## config.mk

```make
export PLATFORM = sky130hd
export DESIGN_NAME = seq_mult_controller
export DESIGN_NICKNAME = d
export VERILOG_FILES = /design/src/rtl/seq_mult_controller.sv
export SDC_FILE = /design/constraint.sdc
export NUM_CORES = 1
export LEC_CHECK = 0
export BUFFER_PORTS_ARGS = -buffer_cell sky130_fd_sc_hd__buf_2
export CELL_PAD_IN_SITES_DETAIL_PLACEMENT = 1
export CELL_PAD_IN_SITES_GLOBAL_PLACEMENT = 2
export CORE_MARGIN = 2
export CORE_UTILIZATION = 25
export CTS_CLUSTER_SIZE = 30
export DETAILED_ROUTE_END_ITERATION = 7
export GPL_ROUTABILITY_DRIVEN = 0
export PLACE_DENSITY = 0.71
export SLEW_MARGIN = 15
export SYNTH_ARGS = -nofsm -noshare
export SYNTH_HDL_FRONTEND = slang
export SYNTH_SLANG_ARGS = --single-unit
```

## constraint.sdc

```tcl
create_clock -name clk -period 2 [get_ports clk]
set_input_delay 0.2 -clock clk [delete_from_list [all_inputs] [get_ports clk]]
set_output_delay 0.2 -clock clk [all_outputs]
set_load 0.01 [all_outputs]
```

## src/rtl/seq_mult_controller.sv

```systemverilog
// seq_mult_controller: LSB-first shift/add sequencer driving the right-shift stage of a shift-add multiplier
module seq_mult_controller #(
   parameter int WIDTH   = 16,
   parameter int TIMEOUT = 8
) (
   input  logic                     clk,
   input  logic                     reset,
   input  logic                     start,
   input  logic [WIDTH-1:0]         multiplier,
   input  logic                     shift_done,
   output logic                     ready,
   output logic                     load,
   output logic                     shift,
   output logic                     add_shift,
   output logic [$clog2(WIDTH)-1:0] iter,
   output logic                     done,
   output logic                     error
);
   localparam int IW = $clog2(WIDTH);
   localparam int TW = $clog2(TIMEOUT + 1);
   localparam logic [IW-1:0] LAST_ITER = IW'(WIDTH - 1);
   localparam logic [TW-1:0] LAST_WAIT = TW'(TIMEOUT - 1);
   typedef enum logic [2:0] {IDLE, LOAD, ISSUE, WAIT, DONE} state_t;
   state_t           state;
   logic [WIDTH-1:0] mreg;
   logic [TW-1:0]    tcnt;
   // state machine; every output is registered and set on the transition into the state that owns it
   always_ff @(posedge clk) begin
      if (reset) begin
         state     <= IDLE;
         mreg      <= '0;
         iter      <= '0;
         tcnt      <= '0;
         ready     <= 1'b1;
         load      <= 1'b0;
         shift     <= 1'b0;
         add_shift <= 1'b0;
         done      <= 1'b0;
         error     <= 1'b0;
      end else begin
         ready     <= 1'b0;
         load      <= 1'b0;
         shift     <= 1'b0;
         add_shift <= 1'b0;
         done      <= 1'b0;
         case (state)
            IDLE: begin
               if (start) begin
                  mreg  <= multiplier;
                  iter  <= '0;
                  error <= 1'b0;
                  load  <= 1'b1;
                  state <= LOAD;
               end else begin
                  ready <= 1'b1;
               end
            end
            LOAD: begin
               add_shift <= mreg[0];
               shift     <= ~mreg[0];
               state     <= ISSUE;
            end
            ISSUE: begin
               tcnt  <= '0;
               state <= WAIT;
            end
            WAIT: begin
               if (shift_done) begin
                  mreg <= mreg >> 1;
                  if (iter == LAST_ITER) begin
                     done  <= 1'b1;
                     state <= DONE;
                  end else begin
                     iter      <= iter + 1'b1;
                     add_shift <= mreg[1];
                     shift     <= ~mreg[1];
                     state     <= ISSUE;
                  end
               end else if (tcnt == LAST_WAIT) begin
                  error <= 1'b1;
                  ready <= 1'b1;
                  state <= IDLE;
               end else begin
                  tcnt <= tcnt + 1'b1;
               end
            end
            DONE: begin
               ready <= 1'b1;
               state <= IDLE;
            end
            default: begin
               ready <= 1'b1;
               state <= IDLE;
            end
         endcase
      end
   end
endmodule

```

# After elaboration in Yosys (flattened, before gate mapping)
# Cells that the tools add are included.
[word_totals] regBits=33 word_cells=71
[classes] n_addsub=2 n_eq_ne=12 muxes=31 bitwise_logic=5 n_reduce_logical=11
[op_table] op="2-to-1 mux 16 bit" count=2
[op_table] op="case mux 16 bit (2 select lines)" count=1
[op_table] op="2-to-1 mux 4 bit" count=5
[op_table] op="case mux 4 bit (2 select lines)" count=2
[op_table] op="2-to-1 mux 1 bit" count=12
[op_table] op="2-to-1 mux 3 bit" count=4
[op_table] op="!= test 2 bit (second input constant)" count=6
[op_table] op="case mux 3 bit (4 select lines)" count=1
[op_table] op="adder 4 x 1 -> 4 bit (second input constant)" count=2
[op_table] op="AND reduction 4 bit" count=2
[op_table] op="equality test 3 x 2 -> 1 bit (second input constant)" count=2
[op_table] op="case mux 1 bit (2 select lines)" count=3
[op_table] op="AND reduction 3 bit" count=2
[op_table] op="inverter 1 bit" count=5
[op_table] op="equality test 4 x 3 -> 1 bit (second input constant)" count=1
[op_table] op="equality test 4 bit (second input constant)" count=1
[op_table] op="nonzero test 2 bit" count=2
[op_table] op="OR reduction 2 bit" count=2
[op_table] op="equality test 3 x 1 -> 1 bit (second input constant)" count=1
[op_table] op="zero test 3 bit" count=1
[op_table] op="!= test 3 bit (second input constant)" count=1
[op_table] op="case mux 1 bit (3 select lines)" count=1
[op_table] op="OR reduction 3 bit" count=1
[op_table] op="AND reduction 2 bit" count=1

# Longest topological paths before layout
# Gate-level depths: netlist of run 1.
[depth] word_depth=4 ltp_mapped=6 ltp_nobuf=4

# Worst setup path before layout of run 1
# No wires, ideal clock.
[synth_path] kind="reg-to-reg" startpoint="register tcnt[0]" endpoint="register tcnt[3]" setup_ps=72 t_arrival_ps=1384 slack_ps=544 path_stages_with_launch=5 path_buffers=0 path_cell_list="dfxtp_1 -> ha_1 -> and3b_1 -> a2111oi_1 -> mux2i_1"
[synth_via] elab_chain_len=4 elab_cells_between_ends=7 cone_classes="1 x add/sub; 2 x eq/ne; 3 x mux; 1 x reduce/logical"
[synth_lines] element="start, declared" line_no="26" rtl="logic [TW-1:0] tcnt;"
[synth_lines] element="start signal, assigned" line_no="84" rtl="tcnt <= tcnt + 1'b1;"
[synth_lines] element="adder 4 x 1 -> 4 bit" line_no="84"
[synth_lines] element="2-to-1 mux 4 bit" line_no="79" rtl="end else if (tcnt == LAST_WAIT) begin"
[synth_lines] element="2-to-1 mux 4 bit" line_no="68" rtl="if (shift_done) begin"
[synth_lines] element="case mux 4 bit (2 select lines)" line_no="46" rtl="case (state)"
# Parallel ways exist; a longest one is shown, timed or not. The select of a mux whose other input is x is not followed.
# A chain may end at the register's enable or synchronous reset.

# Final worst setup path of run 1
[layout_path] startpoint="register state[1]" endpoint="register mreg[7]"
[layout_via] elab_chain_len=3 elab_cells_between_ends=7 cone_classes="3 x eq/ne; 1 x mux; 3 x reduce/logical"
[layout_lines] element="start, declared" line_no="24" rtl="state_t state;"
[layout_lines] element="start signal, assigned" line_no="30" rtl="state <= IDLE;"
[layout_lines] element="start signal, assigned" line_no="53" rtl="state <= LOAD;"
[layout_lines] element="start signal, assigned" line_no="61" rtl="state <= ISSUE;"
[layout_lines] element="equality test 3 x 2 -> 1 bit / zero test 3 bit (equally long branches)" line_no="46"
[layout_lines] element="!= test 2 bit (no line) / nonzero test 2 bit (equally long branches)"
[layout_lines] element="AND reduction 3 bit (no line)"
[layout_lines] element="end signal, assigned" line_no="49" rtl="mreg <= multiplier;"
[layout_lines] element="end signal, assigned" line_no="69" rtl="mreg <= mreg >> 1;"
[layout_lines] element="end, declared" line_no="25" rtl="logic [WIDTH-1:0] mreg;"
# Parallel ways exist; a longest one is shown, timed or not.

==> out/qor.txt, run 1 <==
critical path's largest stage delay: 0.67 ns
Slew headroom: 0.6754
first-pass iteration count of the detailed router: 4
global-route wire length before repair: 7010 um
proportion of layout cells with a drive suffix above 1: 0.2271
number of buffers created by CTS: 5
Setup CP Type: register to register
HPWL after detailed placement: 2855 um
smallest setup slack after layout: 0.3446 ns
boundary pin count: 30
quantity of I/O buffers inserted on ports: 29
Cell Area, Synth: 1558 sq um
GR Util met2: 0.2045
number of sinks handled by clock tree synthesis: 33
data arrival time at the worst-slack endpoint: 1.80 ns
Tightest Hold Check Type: input port to register
simple-gate portion of the synthesized area: 0.2530
die outline width: 82.94 um
Leakage: 0.7677 nW
number of global-route vias before repair: 1463
hold buffer count at cts: 0
post-synthesis compound-gate area fraction: 0.2442
wire length per cell: 14.83 um
cells after synthesis: 178
startpoint type of the worst setup path: register
met3 track demand over resource: 0.03479
most congested layer reported by global routing: met2
most common library cell in the layout ignoring fill and taps: nand2_1
xor and xnor area share after synthesis: 0
total of fill cells in the finished design: 733
number of distinct library cells after synthesis: 46
core outline area: 5956 sq um
number of register bits inferred by synthesis: 33
Fin Clk Skew: 0.008752 ns
result of the run: complete, no violations
largest family of logic cells by synthesized area: simple AND/OR/NAND/NOR gates
slew at the pin closest to its max-slew limit: 0.4803 ns
pwr dens: 759.9 nW/um^2
Worst Path Required: 2.14 ns
Vias/cell: 5.096
H-tree Lvls: 2
root buf cell: clkbuf_8
post-synthesis adder-cell area fraction: 0.01606
VDD IR max: 263.6 uV
initial core utilization: 0.2616
period utilization: 0.8277
highest clock frequency the design can meet: 0.6041 GHz
met1 routing resource usage after global routing: 0.1561
fraction of synthesized area in multiplexers: 0.006426
pre-CTS WS: 0.3666 ns
final wirelength: 4183 um
largest fanout of any net on the critical path: 15
number of nets in the layout: 230
count of flip-flops with a built-in enable after synthesis: 0
Row Count: 28
max-cap check violation count: 0
synthesized netlist net count: 200
buffers from clock root to sink, at most: 2
main flop type after synthesis: dfxtp_1
most frequent cells in the layout: nand2_1 (36), dfxtp_1 (33), buf_2 (29), o31ai_1 (16), a31oi_1 (16)
clock tree from TritonCTS: yes
delay-heaviest family, CP: simple AND/OR/NAND/NOR gates
height of the die: 82.94 um
list of cells traversed by the critical path: or4b_1, nand2_2, a31oi_1
total global-route track usage: 0.1247
register area share after synthesis: 0.4241
number of endpoints failing setup at the final stage: 0
via count: 1437
Buf+Inv Stages, Crit Path: 0
grt total ovfl: 0
Worst-path clk slew: 0.07 ns
count of endpoints failing hold in the final timing report: 0
CTS resizes: 0
latest clock arrival within the worst-skew pair: 0.28 ns
Layout Area Growth over Synthesis: 19.04%
initial antenna violation count: 0
setup bufs post-CTS: 0
post-detailed-route DRC marker count: 0
overall die area: 6878 sq um
minimum clock period: 1.655 ns
maximum number of pins on one net before global-route repair: 20
Post-Synthesis Mean Instance Area: 8.751 sq um
DRT antenna net count: 0
reg-to-reg slack, setup: 0.34 ns
# diodes: 0
Synth async-reset ratio: 0
Critical-path top delay cell: or4b_1
Slew Limit Fails: 0
RSZ-0062 raised after global routing: false
Synthesis Warnings: 0
number of violations reported at the end of detailed-routing iteration 0: 61
Setup TNS Final: 0 ns
kind of end point of the critical path: register
cells by family after synthesis:
| group | count (synthesis) |
|---|---|
| AND/OR/NAND/NOR | 72 |
| AO/OA/AOI/OAI | 53 |
| flip-flops | 33 |
| buffers and inverters | 17 |
| adder cells (fa/ha/maj) | 2 |
| multiplexers | 1 |
sequential cells by signal, indices dropped and copies added (netlist names):
signal and count:
add_shift 1, done 1, error 1, iter 4, load 1, mreg 16
ready 1, shift 1, state 3, tcnt 4
worst register-to-register path, stage by stage (launching register included):
cell	delay, ns
dfxtp_1	0.41
or4b_1	0.67
nand2_2	0.31
a31oi_1	0.13
report_power, final:
part           internal [W]  switching, W  total, W
clock network      0.000229      0.000233  0.000462
logic             0.0000858      0.000120  0.000205
registers          0.000705     0.0000361  0.000742
stage by stage:
stage          cell area (sq um)  power [W]  cells  hold WS, ns  utilization
2_1_floorplan               1558  0.0008942    178       0.2785            -
5_1_grt                     1854   0.001496    282       0.1768       0.3113
3_3_place_gp                1780  0.0009616    276       0.4573       0.2990
3_5_place_dp                1780  0.0009635    276       0.4634       0.2990
4_1_cts                     1854   0.001438    282       0.1656       0.3113
6_report                    1854   0.001409    282       0.1726       0.3113
cell usage after synthesis, types with 3 or more instances:
library cell | instances | share of area
nor2_1 | 5 | 0.012
o31ai_1 | 16 | 0.077
a31oi_1 | 16 | 0.064
dfxtp_1 | 33 | 0.42
nand2_1 | 36 | 0.087
clkbuf_1 | 4 | 0.0096
nand3_1 | 8 | 0.026
nor3_1 | 3 | 0.0096
o21ai_0 | 3 | 0.0096
a21oi_1 | 5 | 0.016
buf_2 | 7 | 0.022
metal layers:
metal,up-vias,share of wire
met5,-,0
met1,676,0.48
met2,36,0.46
li1,723,-
met3,2,0.051
met4,0,0.0091
final timing paths:
check	start	to	cells past startpoint
setup / recovery	state[1]	mreg[7]	3
hold reg to reg	mreg[5]	mreg[4]	2
hold / removal	multiplier[10]	mreg[10]	3
setup reg to reg	state[1]	mreg[7]	3
final cells by class:
cell class / count / area (sq um) / area share
multi-input cells: 128 / 809.5 / 0.4366
flip-flops and latches: 33 / 660.6 / 0.3563
repair buffers: 37 / 205.2 / 0.1107
well taps: 75 / 93.84 / 0.05061
clock buffers: 5 / 68.82 / 0.03711
inverters: 3 / 11.26 / 0.006073
clock inverters: 1 / 5.005 / 0.002699
No activity file was read; power rests on OpenSTA's default activity.
==> inputs of run 2 (changes only) <==
Settings changed: ABC_AREA from default to 1, PLACE_DENSITY 0.71 to 0.77.
Clock period 2 ns to 1.4 ns, I/O delays scaled along.
==> out/qor.txt, run 2 <==
result of the run: complete, no violations
most frequent cells in the layout: nand2_1 (60), dfxtp_1 (29), buf_2 (29), nor2_1 (26), inv_1 (17)
clock tree from TritonCTS: yes
max-cap check violation count: 0
met1 routing resource usage after global routing: 0.1678
number of cell instances on the worst register-to-register path: 7
Slew headroom: 0.8230
Yosys top cell area share: 0.4090
number of violations reported at the end of detailed-routing iteration 0: 56
H-tree Lvls: 2
number of distinct library cells after synthesis: 24
pwr dens: 1160 nW/um^2
Layout Area Growth over Synthesis: 29.20%
HPWL after detailed placement: 3162 um
quantity of I/O buffers inserted on ports: 29
data arrival time at the worst-slack endpoint: 1.44 ns
count of flip-flops with a built-in enable after synthesis: 0
slew at the pin closest to its max-slew limit: 0.2655 ns
wire length per cell: 12.33 um
reg2reg end: mreg[12]
Clk network pwr share: 0.335
main flop type after synthesis: dfxtp_1
VDD IR max: 428.1 uV
Slew Limit Fails: 0
Tightest Hold Check Type: input port to register
core utilization of the finished layout: 0.3306
largest registers in the final layout: mreg: 16 flops, iter: 4 flops, tcnt: 4 flops
period utilization: 0.9044
# diodes: 0
total global-route track usage: 0.1332
Row Count: 29
maximum number of pins on one net before global-route repair: 22
fraction of power spent switching nets: 0.3035
share of power burned in combinational logic: 0.220
highest clock frequency the design can meet: 0.7898 GHz
root buf cell: clkbuf_8
count of endpoints failing hold in the final timing report: 0
Cells after DPL: 338
reg-to-reg slack, setup: 0.13 ns
most congested layer reported by global routing: met2
most numerous cell types in the synthesized netlist: nand2_1 (60), dfxtp_1 (33), nor2_1 (26)
Fin Clk Skew: 0.003267 ns
share of power burned in registers: 0.445
Worst Path Required: 1.58 ns
Vias/cell: 4.503
height of the die: 84.38 um
buffers from clock root to sink, at most: 2
overall die area: 7120 sq um
minimum clock period: 1.266 ns
initial antenna violation count: 0
library cell with the highest instance count after synthesis: nand2_1
number of register bits inferred by synthesis: 33
Area contributors post-synth: dfxtp_1 (41%), nand2_1 (14%), nor2_1 (6.0%), a21oi_1 (4.3%), nand3_1 (4.3%)
worst setup path start: state[2]
post-detailed-route DRC marker count: 0
DRT antenna net count: 0
number of endpoints failing setup at the final stage: 0
register with the highest flop count: mreg
number of sinks handled by clock tree synthesis: 33
Internal: 0.001686 W
reported net switching power: 0.0007345 W
GR Util met2: 0.2186
number of global-route vias before repair: 1614
largest fanout of any net on the critical path: 11
via count: 1567
latest clock arrival within the worst-skew pair: 0.29 ns
number of flip-flops in the largest register: 16
first-pass iteration count of the detailed router: 4
register area share after synthesis: 0.4090
smallest setup slack after layout: 0.1338 ns
boundary pin count: 30
initial core utilization: 0.2558
grt total ovfl: 0
hold buffer count at cts: 0
Worst-path clk slew: 0.07 ns
number of nets in the layout: 292
pre-CTS WS: 0.02169 ns
Crit Reg-Reg Startpoint: state[2]
die outline width: 84.38 um
global-route wire length before repair: 7555 um
synthesized netlist net count: 249
final wirelength: 4292 um
Synth async-reset ratio: 0
most common library cell in the layout ignoring fill and taps: nand2_1
post-synthesis cell type with the largest combined area: dfxtp_1
Setup CP Type: register to register
core outline area: 6314 sq um
Non-Filler Instances: 348
Post-Synthesis Mean Instance Area: 7.116 sq um
cells after synthesis: 227
proportion of layout cells with a drive suffix above 1: 0.3137
Leakage: 0.9356 nW
last element of the critical path: mreg[12]
number of buffers created by CTS: 5
met3 track demand over resource: 0.04031
kind of end point of the critical path: register
Cell Area, Synth: 1615 sq um
startpoint type of the worst setup path: register
Synthesis Warnings: 0
run 2: worst min path at each step:
| stage | from | to | slack [ns] | cells past startpoint |
|---|---|---|---|---|
| after floorplan | shift_done | done | 0.30 | 2 |
| after global placement | multiplier[15] | mreg[15] | 0.43 | 3 |
| after detailed placement | multiplier[15] | mreg[15] | 0.44 | 3 |
| after CTS | multiplier[15] | mreg[15] | 0.12 | 3 |
| after global routing | multiplier[15] | mreg[15] | 0.14 | 3 |
| final | multiplier[15] | mreg[15] | 0.13 | 3 |
run 2: area by class of cell:
| class | instances | area, sq um |
|---|---|---|
| Clock buffer | 7 | 96.34 |
| Tap cell | 77 | 96.34 |
| Timing Repair Buffer | 46 | 305.3 |
| Inverter | 21 | 81.33 |
| Sequential cell | 33 | 668.1 |
| Clock inverter | 1 | 5.005 |
| Multi-Input combinational cell | 163 | 834.6 |
| Fill cell | 836 | 4227 |
run 2: cell families after synthesis:
kind of cell,after synthesis,synth area share
buf+inv,31,0.09372
fa+ha+maj,2,0.01549
compound gates,43,0.1588
simple gates,117,0.3176
flops,33,0.4090
xor+xnor,1,0.005423
run 2: per-stage QoR:
| step | TNS [ns] | cell area, sq um | total power [W] | hold WS, ns |
|---|---|---|---|---|
| 3_3_place_gp | 0 | 1922 | 0.001601 | 0.4272 |
| 5_1_grt | -0.001719 | 2087 | 0.002591 | 0.1426 |
| 3_5_place_dp | 0 | 1922 | 0.001612 | 0.4366 |
| 6_report | 0 | 2087 | 0.002420 | 0.1260 |
| 4_1_cts | 0 | 2026 | 0.002446 | 0.1221 |
| 2_1_floorplan | 0 | 1615 | 0.001449 | 0.2960 |
run 2: worst max-delay path, stage by stage, from the launching register on:
cell and delay, ns:
dfxtp_2 0.35, nor2_2 0.16, nand3_2 0.14, nand2_2 0.14, buf_6 0.16, nand3_1 0.08
nand2_1 0.08, a21oi_2 0.04
run 2: repair_timing:
action	4_1_cts	5_1_grt
gates resized for setup	1	14
buffers inserted	0	2
endpoints found under the setup margin	1	22
pin swaps	0	1
run 2: power groups by stage:
stage,Sequential (W),Clock (W),Combinational [W]
after floorplan,0.00110,0,0.000353
after global placement,0.00109,0,0.000514
after global routing,0.00109,0.000886,0.000617
after CTS,0.00107,0.000846,0.000528
after detailed placement,0.00109,0,0.000519
final,0.00108,0.000810,0.000533
run 2: per-layer routing:
metal  routed length, um  up-vias
met5                   0        -
met4                  59        0
met3                 161        5
met2                2086       22
met1                1984      723
li1                    -      817
